<file path="src/rtl/uart_tx_arbiter.sv">
// Round-robin arbiter sharing one uart_tx between NUM_REQ byte producers.
// One byte per grant; waits for the transmitter's tx_done rise or a timeout.
module uart_tx_arbiter #(
    parameter int NUM_REQ        = 4,
    parameter int TIMEOUT_CYCLES = 4096,
    localparam int IW            = $clog2(NUM_REQ),
    localparam int TW            = $clog2(TIMEOUT_CYCLES)
) (
    input  logic                 clk,
    input  logic                 rst,
    input  logic [NUM_REQ-1:0]   req,
    input  logic [8*NUM_REQ-1:0] req_data,
    output logic [NUM_REQ-1:0]   ack,
    output logic [NUM_REQ-1:0]   done,
    output logic                 timeout_err,
    output logic                 busy,
    output logic [IW-1:0]        grant_id,
    output logic                 tx_start,
    output logic [7:0]           tx_data,
    input  logic                 tx_done
);

    typedef enum logic [1:0] {
        IDLE,
        START,
        WAIT_DONE,
        RELEASE
    } state_t;

    state_t              state;
    logic [IW-1:0]       ptr;
    logic [TW-1:0]       timer;
    logic                tx_done_q;
    logic                rise;
    logic [IW-1:0]       win;
    logic [IW-1:0]       cand;
    logic [7:0]          win_data;
    logic [NUM_REQ-1:0]  win_hot;
    logic [NUM_REQ-1:0]  gnt_hot;

    assign rise = tx_done & ~tx_done_q;

    // Scan farthest-to-nearest from ptr+1 so the nearest active request wins.
    always_comb begin
        win  = ptr;
        cand = '0;
        for (int k = NUM_REQ; k >= 1; k--) begin
            cand = IW'((int'(ptr) + k) % NUM_REQ);
            if (req[cand]) win = cand;
        end
    end

    always_comb begin
        win_data = '0;
        win_hot  = '0;
        gnt_hot  = '0;
        for (int i = 0; i < NUM_REQ; i++) begin
            if (win == IW'(i)) begin
                win_data   = req_data[8*i +: 8];
                win_hot[i] = 1'b1;
            end
            if (grant_id == IW'(i)) gnt_hot[i] = 1'b1;
        end
    end

    always_ff @(posedge clk or posedge rst) begin
        if (rst) begin
            state       <= IDLE;
            ack         <= '0;
            done        <= '0;
            timeout_err <= 1'b0;
            busy        <= 1'b0;
            tx_start    <= 1'b0;
            tx_data     <= '0;
            grant_id    <= '0;
            ptr         <= IW'(NUM_REQ - 1);
            timer       <= '0;
            tx_done_q   <= 1'b0;
        end else begin
            ack         <= '0;
            done        <= '0;
            timeout_err <= 1'b0;
            tx_done_q   <= tx_done;
            case (state)
                IDLE: begin
                    if (|req) begin
                        ack      <= win_hot;
                        tx_data  <= win_data;
                        grant_id <= win;
                        ptr      <= win;
                        tx_start <= 1'b1;
                        busy     <= 1'b1;
                        state    <= START;
                    end
                end
                START: begin
                    tx_start <= 1'b0;
                    timer    <= '0;
                    state    <= WAIT_DONE;
                end
                WAIT_DONE: begin
                    // A rise on the final timer cycle still counts as success.
                    if (rise) begin
                        done  <= gnt_hot;
                        state <= RELEASE;
                    end else if (timer == TW'(TIMEOUT_CYCLES - 1)) begin
                        timeout_err <= 1'b1;
                        busy        <= 1'b0;
                        state       <= IDLE;
                    end else begin
                        timer <= timer + 1'b1;
                    end
                end
                RELEASE: begin
                    if (!tx_done) begin
                        busy  <= 1'b0;
                        state <= IDLE;
                    end
                end
                default: begin
                    busy  <= 1'b0;
                    state <= IDLE;
                end
            endcase
        end
    end

endmodule
</file>
<file path="config.mk">
export PLATFORM = sky130hd
export DESIGN_NAME = uart_tx_arbiter
export DESIGN_NICKNAME = d
export VERILOG_FILES = /design/src/rtl/uart_tx_arbiter.sv
export SDC_FILE = /design/constraint.sdc
export NUM_CORES = 1
export LEC_CHECK = 0
export BUFFER_PORTS_ARGS = -buffer_cell sky130_fd_sc_hd__buf_2
export CAP_MARGIN = 20
export CELL_PAD_IN_SITES_DETAIL_PLACEMENT = 0
export CELL_PAD_IN_SITES_GLOBAL_PLACEMENT = 1
export CORE_MARGIN = 8
export CORE_UTILIZATION = 38
export DETAILED_ROUTE_END_ITERATION = 6
export GPL_ROUTABILITY_DRIVEN = 0
export PLACE_DENSITY_LB_ADDON = 0.25
export SLEW_MARGIN = 20
export SYNTH_ARGS = -nofsm -noshare
export SYNTH_HDL_FRONTEND = slang
export SYNTH_SLANG_ARGS = --single-unit
</file>
<file path="constraint.sdc">
create_clock -name clk -period 2 [get_ports clk]
set_input_delay 0.1 -clock clk [delete_from_list [all_inputs] [get_ports clk]]
set_output_delay 0.1 -clock clk [all_outputs]
set_load 0.03 [all_outputs]
</file>
==> results by group, run 1 <==
Run status
  • Status: completed

Drt
  • Antenna Nets Post-Route: 0
  • WL/cell: about 14 um
  • Detailed Routing Iterations Pass 1: 4
  • DRC Markers: 0
  • Vias per Instance: between 4 and 5
  • Drt total wl: about 4400 um
  • DR vias: between 1500 and 2000
  • Initial DRC count: 51

Pwr
  • Switch Pwr: between 1 and 1.5 mW
  • Static leakage: between 1 and 1.5 nW
  • Clk pwr share: 19.1%
  • Reg power frac: 37.0%
  • Comb power frac: 43.9%
  • Total power: 3.211 mW
  • Sw frac: between 40% and 50%
  • Cell Int Power: about 1.9 mW
  • PwrDens: 1349 mW/mm^2
  • Worst vdd ir: 0.6310 mV

Layout
  • Area growth syn-to-layout: 27.74%
  • Share of layout cells above drive strength 1: 34.16%
  • Post-route insts no fill: 310
  • Design area: 0.002380 sq mm
  • Antenna cell count: 0
  • Nets: 282

Global route
  • GR Overflow Total: 0
  • Vias in the first global route: roughly 1600
  • Largest net degree at the start of global routing: 39
  • First-pass GRT wire length: 7424 um
  • Tot GR Track Use: 12.49%
  • Initial antenna violation count: 0

Synth
  • Most frequent cell after synthesis: dfrtp_1
  • Main area contributors after synthesis: dfrtp_1, mux2i_1, nand2_1
  • Synth warnings: 0
  • Mux cell area share after synthesis: 10.88%
  • Main combinational cell family by area after synthesis: simple AND/OR/NAND/NOR gates
  • Compound-gate portion of the synthesized area: around 14%
  • Syn Area/Cell: 10.53 sq um
  • Post-Syn Instances: 177
  • Prevailing post-synth register cell: dfrtp_1
  • Top-area cell type share of the netlist area: about half
  • Distinct cells, synth: 41
  • Adder-cell share of the synthesized area: less than 1%
  • Post-Synth XOR/XNOR Area: less than 1%
  • Syn Nets: 217
  • Post-synth EDFFs: 0
  • Post-synth top cells: dfrtp_1, nand2_1, mux2i_1, nor2_1, o21ai_0
  • Simple-Gate Fraction of Synth Area: 18.40%
  • Post-Syn Area: 0.001863 sq mm
  • Yosys reg bits: 38
  • Seq/Total Area, Yosys: 51.18%
  • Post-synth ARST share: 100.0%
  • Largest area contributor in the netlist: dfrtp_1

Die
  • Die Span Y: between 80 and 90 um
  • Initial Utilization: about 39%
  • Die width: 86.02 um
  • Site row count: 25
  • Ports: 60
  • Core region area: between 0.004 and 0.005 sq mm
  • Die area: 0.007399 sq mm

Critical path
  • Worst path required time: ~2.2 ns
  • CP startpoint kind: primary input
  • Crit Path Max Fanout: 4
  • CP endpoint kind: flop
  • CP Class: primary input to flop
  • Arrival time of the worst setup path: around 2.0 ns

STA
  • Minimum clock period: about 1.8 ns
  • Endpoints failing setup: 0
  • Final hold vios: 0
  • Unrepaired setup endpoints after global routing: false
  • Tightest Pin Transition: about 0.9 ns
  • Slew margin rel.: about two fifths
  • Fin Hold WS: 0.1327 ns
  • Skew final: between 0.004 and 0.005 ns
  • Final TNS setup: 0 ns
  • Final Cycle Share: between 80% and 90%
  • Peak Freq: about 570 MHz
  • Final count of pins violating max slew: 0

Clock tree
  • Clock Latency Late Sink: around 0.29 ns
  • CTS Buf Count: 5
  • Root buffer cell: clkbuf_8
  • Clock transition at the registers of the reported paths: about 0.07 ns
  • Clock sink total: 38
  • # H-tree levels: 2
  • Post-CTS Resized: 0
  • Clock buffer depth: 2
  • CTS tree: done

Placed design
  • Detailed Place HPWL: around 3300 um
  • Buffers on Ports: ~60
  • DP Area: ~0.0022 sq mm
  • Dpl cells: 300

Run
  • MaxCap Viol Count: 0

Worst hold path
  • Hold WC Path Type: primary input to flop
## per-stage QoR
step / util, % / setup WS (ns)
after global placement: 47.63 / 0.1609
after detailed placement: 47.63 / 0.06869
after CTS: 50.38 / 0.2368
final: 50.38 / 0.2434
after floorplan: - / 0.4087
after global routing: 50.38 / 0.01758
## area by class of cell
| cell class | count | area [sq um] |
|---|---|---|
| fillers | 425 | 2344 |
| inverters | 8 | 30.03 |
| flip-flops and latches | 38 | 953.4 |
| multi-input cells | 124 | 844.6 |
| repair buffers | 65 | 357.8 |
| well taps | 67 | 83.83 |
| clock buffers | 8 | 110.1 |
## critical path, cell delays in order
cell and delay (ns):
dlygate4sd3_1 0.53, buf_2 0.14, and2b_4 0.18, nor4_4 0.37, nand2_2 0.10, or4_1 0.40
a21oi_1 0.15
## routing by layer
metal  wire length [um]  global-route usage, %  vias up
li1                   -                      -      770
met1               2077                  15.84      684
met2               1959                  18.96       49
met3                286                  4.585        6
met4                 44                  4.299        0
met5                  0                      0        -
## logic make-up after synthesis
logic type	Yosys count
compound gates	37
xor+xnor	2
fa+ha+maj	1
buf+inv	15
flops	38
mux	20
simple gates	64
## registers in the layout, summed over array words and instances (netlist names)
name and count:
timeout_err 1, done 4, ack 4, tx_done_q 1
state 2, tx_start 1, grant_id 2, timer 12
busy 1, ptr 2, tx_data 8
## power groups by stage
stage / Combinational [mW] / Sequential, mW / Clock (mW)
2_1_floorplan: 0.750 / 1.45 / 0
6_report: 1.41 / 1.19 / 0.613
3_5_place_dp: 1.43 / 1.20 / 0
5_1_grt: 1.56 / 1.23 / 0.663
3_3_place_gp: 1.43 / 1.20 / 0
4_1_cts: 1.43 / 1.19 / 0.631
## repair_timing
item / CTS / global route
endpoints found under the hold margin: 37 / 0
buffers inserted: 0 / 0
hold buffers: 2 / 0
## cells in the final DEF, fill, tap and decap left out, types with 5 or more instances in the layout
cell and instances:
o21ai_0 9, o211ai_1 5, buf_2 59, o31ai_1 6, nor2_1 12, dfrtp_1 36, o221ai_1 8, inv_1 8
nand2_1 22, mux2i_1 18, clkbuf_8 8, nand3_1 7
## final timing paths
path                       slack, ns  cells past startpoint   startpoint          to
max                             0.24                      7      tx_done    timer[9]
min                             0.13                      3  req_data[3]  tx_data[3]
max reg2reg                     0.25                      4       ptr[1]  tx_data[6]
min reg2reg                     0.48                      2   tx_data[4]  tx_data[4]
max in group asynchronous       1.18                      4          rst      ptr[1]
min in group asynchronous       0.47                      4          rst    state[1]
Power figures use the tool's default switching activity.
==> run 2: changes to the inputs <==
--- a/config.mk
+++ b/config.mk
@@ -13,7 +13,8 @@
 export CORE_UTILIZATION = 38
 export DETAILED_ROUTE_END_ITERATION = 6
 export GPL_ROUTABILITY_DRIVEN = 0
-export PLACE_DENSITY_LB_ADDON = 0.25
+export MAX_ROUTING_LAYER = met4
+export PLACE_DENSITY_LB_ADDON = 0.1
 export SLEW_MARGIN = 20
 export SYNTH_ARGS = -nofsm -noshare
 export SYNTH_HDL_FRONTEND = slang
==> run 2 against run 1 <==
Routed wire length rose by 5.0%. Count of clock-buffer cells in the layout fell by 1. Clock power is 22% lower. Combinational power about the same. Largest cell class unchanged. Highest routed layer unchanged.
==> results by group, run 2 (synthesized netlist as in run 1, its figures left out) <==
Pwr
  • Switch Pwr: 1.305 mW (-1.0%)
  • Reg power frac: 38.6% (+1.6 points)
  • Cell Int Power: 1.785 mW (-5.7%)
  • PwrDens: 1317 mW/mm^2 (-2.4%)
  • Static leakage: 1.175 nW (-1.6%)
  • Sw frac: 42.23% (+1.2 points)
  • Worst vdd ir: 0.6306 mV (about the same)
  • Clk pwr share: 15.5% (-3.6 points)
  • Comb power frac: 46.0% (+2.1 points)

Global route
  • Largest net degree at the start of global routing: 39 (unchanged)
  • Vias in the first global route: 1608 (+2.6%)
  • GR Overflow Total: 0 (unchanged)
  • Initial antenna violation count: 0 (unchanged)
  • First-pass GRT wire length: 7507 um (+1.1%)
  • Tot GR Track Use: 12.99% (+0.50 points)

Placed design
  • Buffers on Ports: 59 (unchanged)
  • DP Area: 0.002250 sq mm (unchanged)
  • Detailed Place HPWL: 3455 um (+6.0%)

Drt
  • WL/cell: 14.84 um (+5.3%)
  • DRC Markers: 0 (unchanged)
  • DR vias: 1568 (+3.9%)
  • Initial DRC count: 96 (+88%)
  • Antenna Nets Post-Route: 0 (unchanged)
  • Detailed Routing Iterations Pass 1: 4 (unchanged)
  • Vias per Instance: 5.074 (+4.2%)
  • Drt total wl: 4586 um (+5.0%)

Run
  • MaxCap Viol Count: 0 (unchanged)

Critical path
  • Buf/Inv on CP: 2 (unchanged)
  • R2R setup slack: 0.23 ns (-0.02 ns)
  • Worst path required time: 2.21 ns (about the same)
  • Crit Path Max Fanout: 4 (unchanged)
  • Critical path origin: tx_done
  • Family with the most delay on the worst path: simple AND/OR/NAND/NOR gates
  • CP max stage delay: 0.53 ns (about the same)
  • Path depth of the worst reg2reg path: 5 (+1)
  • Worst path cell trace: dlygate4sd3_1 > buf_2 > and2b_4 > nor4_4 > nand2_2 > or4_1 > a21oi_1
  • Arrival time of the worst setup path: 2.01 ns (+0.04 ns)
  • Critical Path Stages: 7 (unchanged)
  • CP endpoint kind: flop
  • CP Class: primary input to flop
  • CP startpoint kind: primary input
  • Worst path slowest cell: dlygate4sd3_1
  • Worst r2r dst: timer[9]
  • Crit path to: timer[9]
  • Worst R2R Start: state[0]

Die
  • Site row count: 25 (unchanged)
  • Initial Utilization: 39.44% (unchanged)
  • Core region area: 0.004723 sq mm (unchanged)
  • Die Span Y: 86.02 um (unchanged)
  • Die width: 86.02 um (unchanged)
  • Die area: 0.007399 sq mm (unchanged)
  • Ports: 60 (unchanged)

Clock tree
  • CTS Buf Count: 5 (unchanged)
  • Clock buffer depth: 2 (unchanged)
  • Clock sink total: 38 (unchanged)
  • Root buffer cell: clkbuf_8
  • # H-tree levels: 2 (unchanged)
  • Clock transition at the registers of the reported paths: 0.07 ns (about the same)
  • Postcts setup bufs: 0 (unchanged)
  • Clock Latency Late Sink: 0.28 ns (about the same)
  • Hold-fix buffers, CTS: 2 (unchanged)
  • CTS tree: done
  • Post-CTS Resized: 0 (unchanged)

Layout
  • Antenna cell count: 0 (unchanged)
  • Commonest non-fill, non-tap cell in the layout: buf_2
  • Area growth syn-to-layout: 25.92%
  • Commonest cells after routing, fill and taps aside: buf_2, dfrtp_1, nand2_1
  • Largest Register: timer
  • Share of layout cells above drive strength 1: 33.06% (-1.1 points)
  • Biggest regs: timer (12), tx_data (8)
  • Nets: 282 (unchanged)
  • Design area: 0.002346 sq mm (-1.4%)
  • Largest register FFs: 12 (unchanged)

STA
  • Endpoints failing setup: 0 (unchanged)
  • Peak Freq: 553.2 MHz (-2.8%)
  • Tightest Pin Transition: 0.4812 ns (-0.4041 ns)
  • Final hold vios: 0 (unchanged)
  • Minimum clock period: 1.808 ns (+0.05116 ns)
  • Final TNS setup: 0 ns (unchanged)
  • Unrepaired setup endpoints after global routing: false
  • Final count of pins violating max slew: 0 (unchanged)
  • Final Cycle Share: 90.39% (+2.6 points)
  • Slew margin rel.: 67.92% (+28 points)
  • Skew final: 0.003105 ns (-0.0009029 ns)

Worst hold path
  • Hold WC Path Type: primary input to flop

Run status
  • Status: completed
## run 2: cell type report
| class | instances | area, sq um |
|---|---|---|
| repair buffers | 65 | 357.8 |
| well taps | 67 | 83.83 |
| multi-input cells | 124 | 844.6 |
| fillers | 449 | 2377 |
| flip-flops and latches | 38 | 953.4 |
| clock buffers | 7 | 76.32 |
| inverters | 8 | 30.03 |
## run 2: routing by layer
layer	wire, um	share of wire (%)	GRT usage, %	up-vias
li1	-	-	-	771
met1	2004	44	15.12	749
met2	2259	49	20.43	43
met3	282	6.1	5.062	5
met4	40	0.87	3.344	0
met5	0	0	-	-
## run 2: per-stage QoR
step	utilization (%)	cells	power, mW	setup WS (ns)	hold slack, ns
CTS	49.67	309	3.139	0.2242	0.1303
floorplan	-	177	2.201	0.4087	0.1314
detailed placement	47.63	300	2.639	0.2512	0.2405
finish	49.67	309	3.090	0.1922	0.1358
global placement	47.63	300	2.591	0.3265	0.2361
global route	49.67	309	3.308	0.07593	0.1286
## run 2: worst register-to-register path, cell delays in order, from the launching register on
cell and delay [ns]:
dfrtp_1 0.46, nand2b_4 0.19, nor4_4 0.37, nand2_2 0.12, or4_1 0.40, a21oi_1 0.15
## run 2: worst min path at each step
stage | startpoint | cells past startpoint | endpoint
2_1_floorplan | tx_done | 0 | tx_done_q
3_3_place_gp | rst | 3 | timer[7]
3_5_place_dp | rst | 3 | timer[8]
4_1_cts | req_data[3] | 3 | tx_data[3]
5_1_grt | req_data[27] | 3 | tx_data[3]
6_report | req_data[6] | 3 | tx_data[6]
## run 2: power by group through the flow
stage	Sequential, mW	Clock [mW]	Combinational, mW
after floorplan	1.45	0	0.750
after global placement	1.19	0	1.40
after detailed placement	1.20	0	1.44
after CTS	1.19	0.503	1.44
after global routing	1.23	0.534	1.55
final	1.19	0.478	1.42
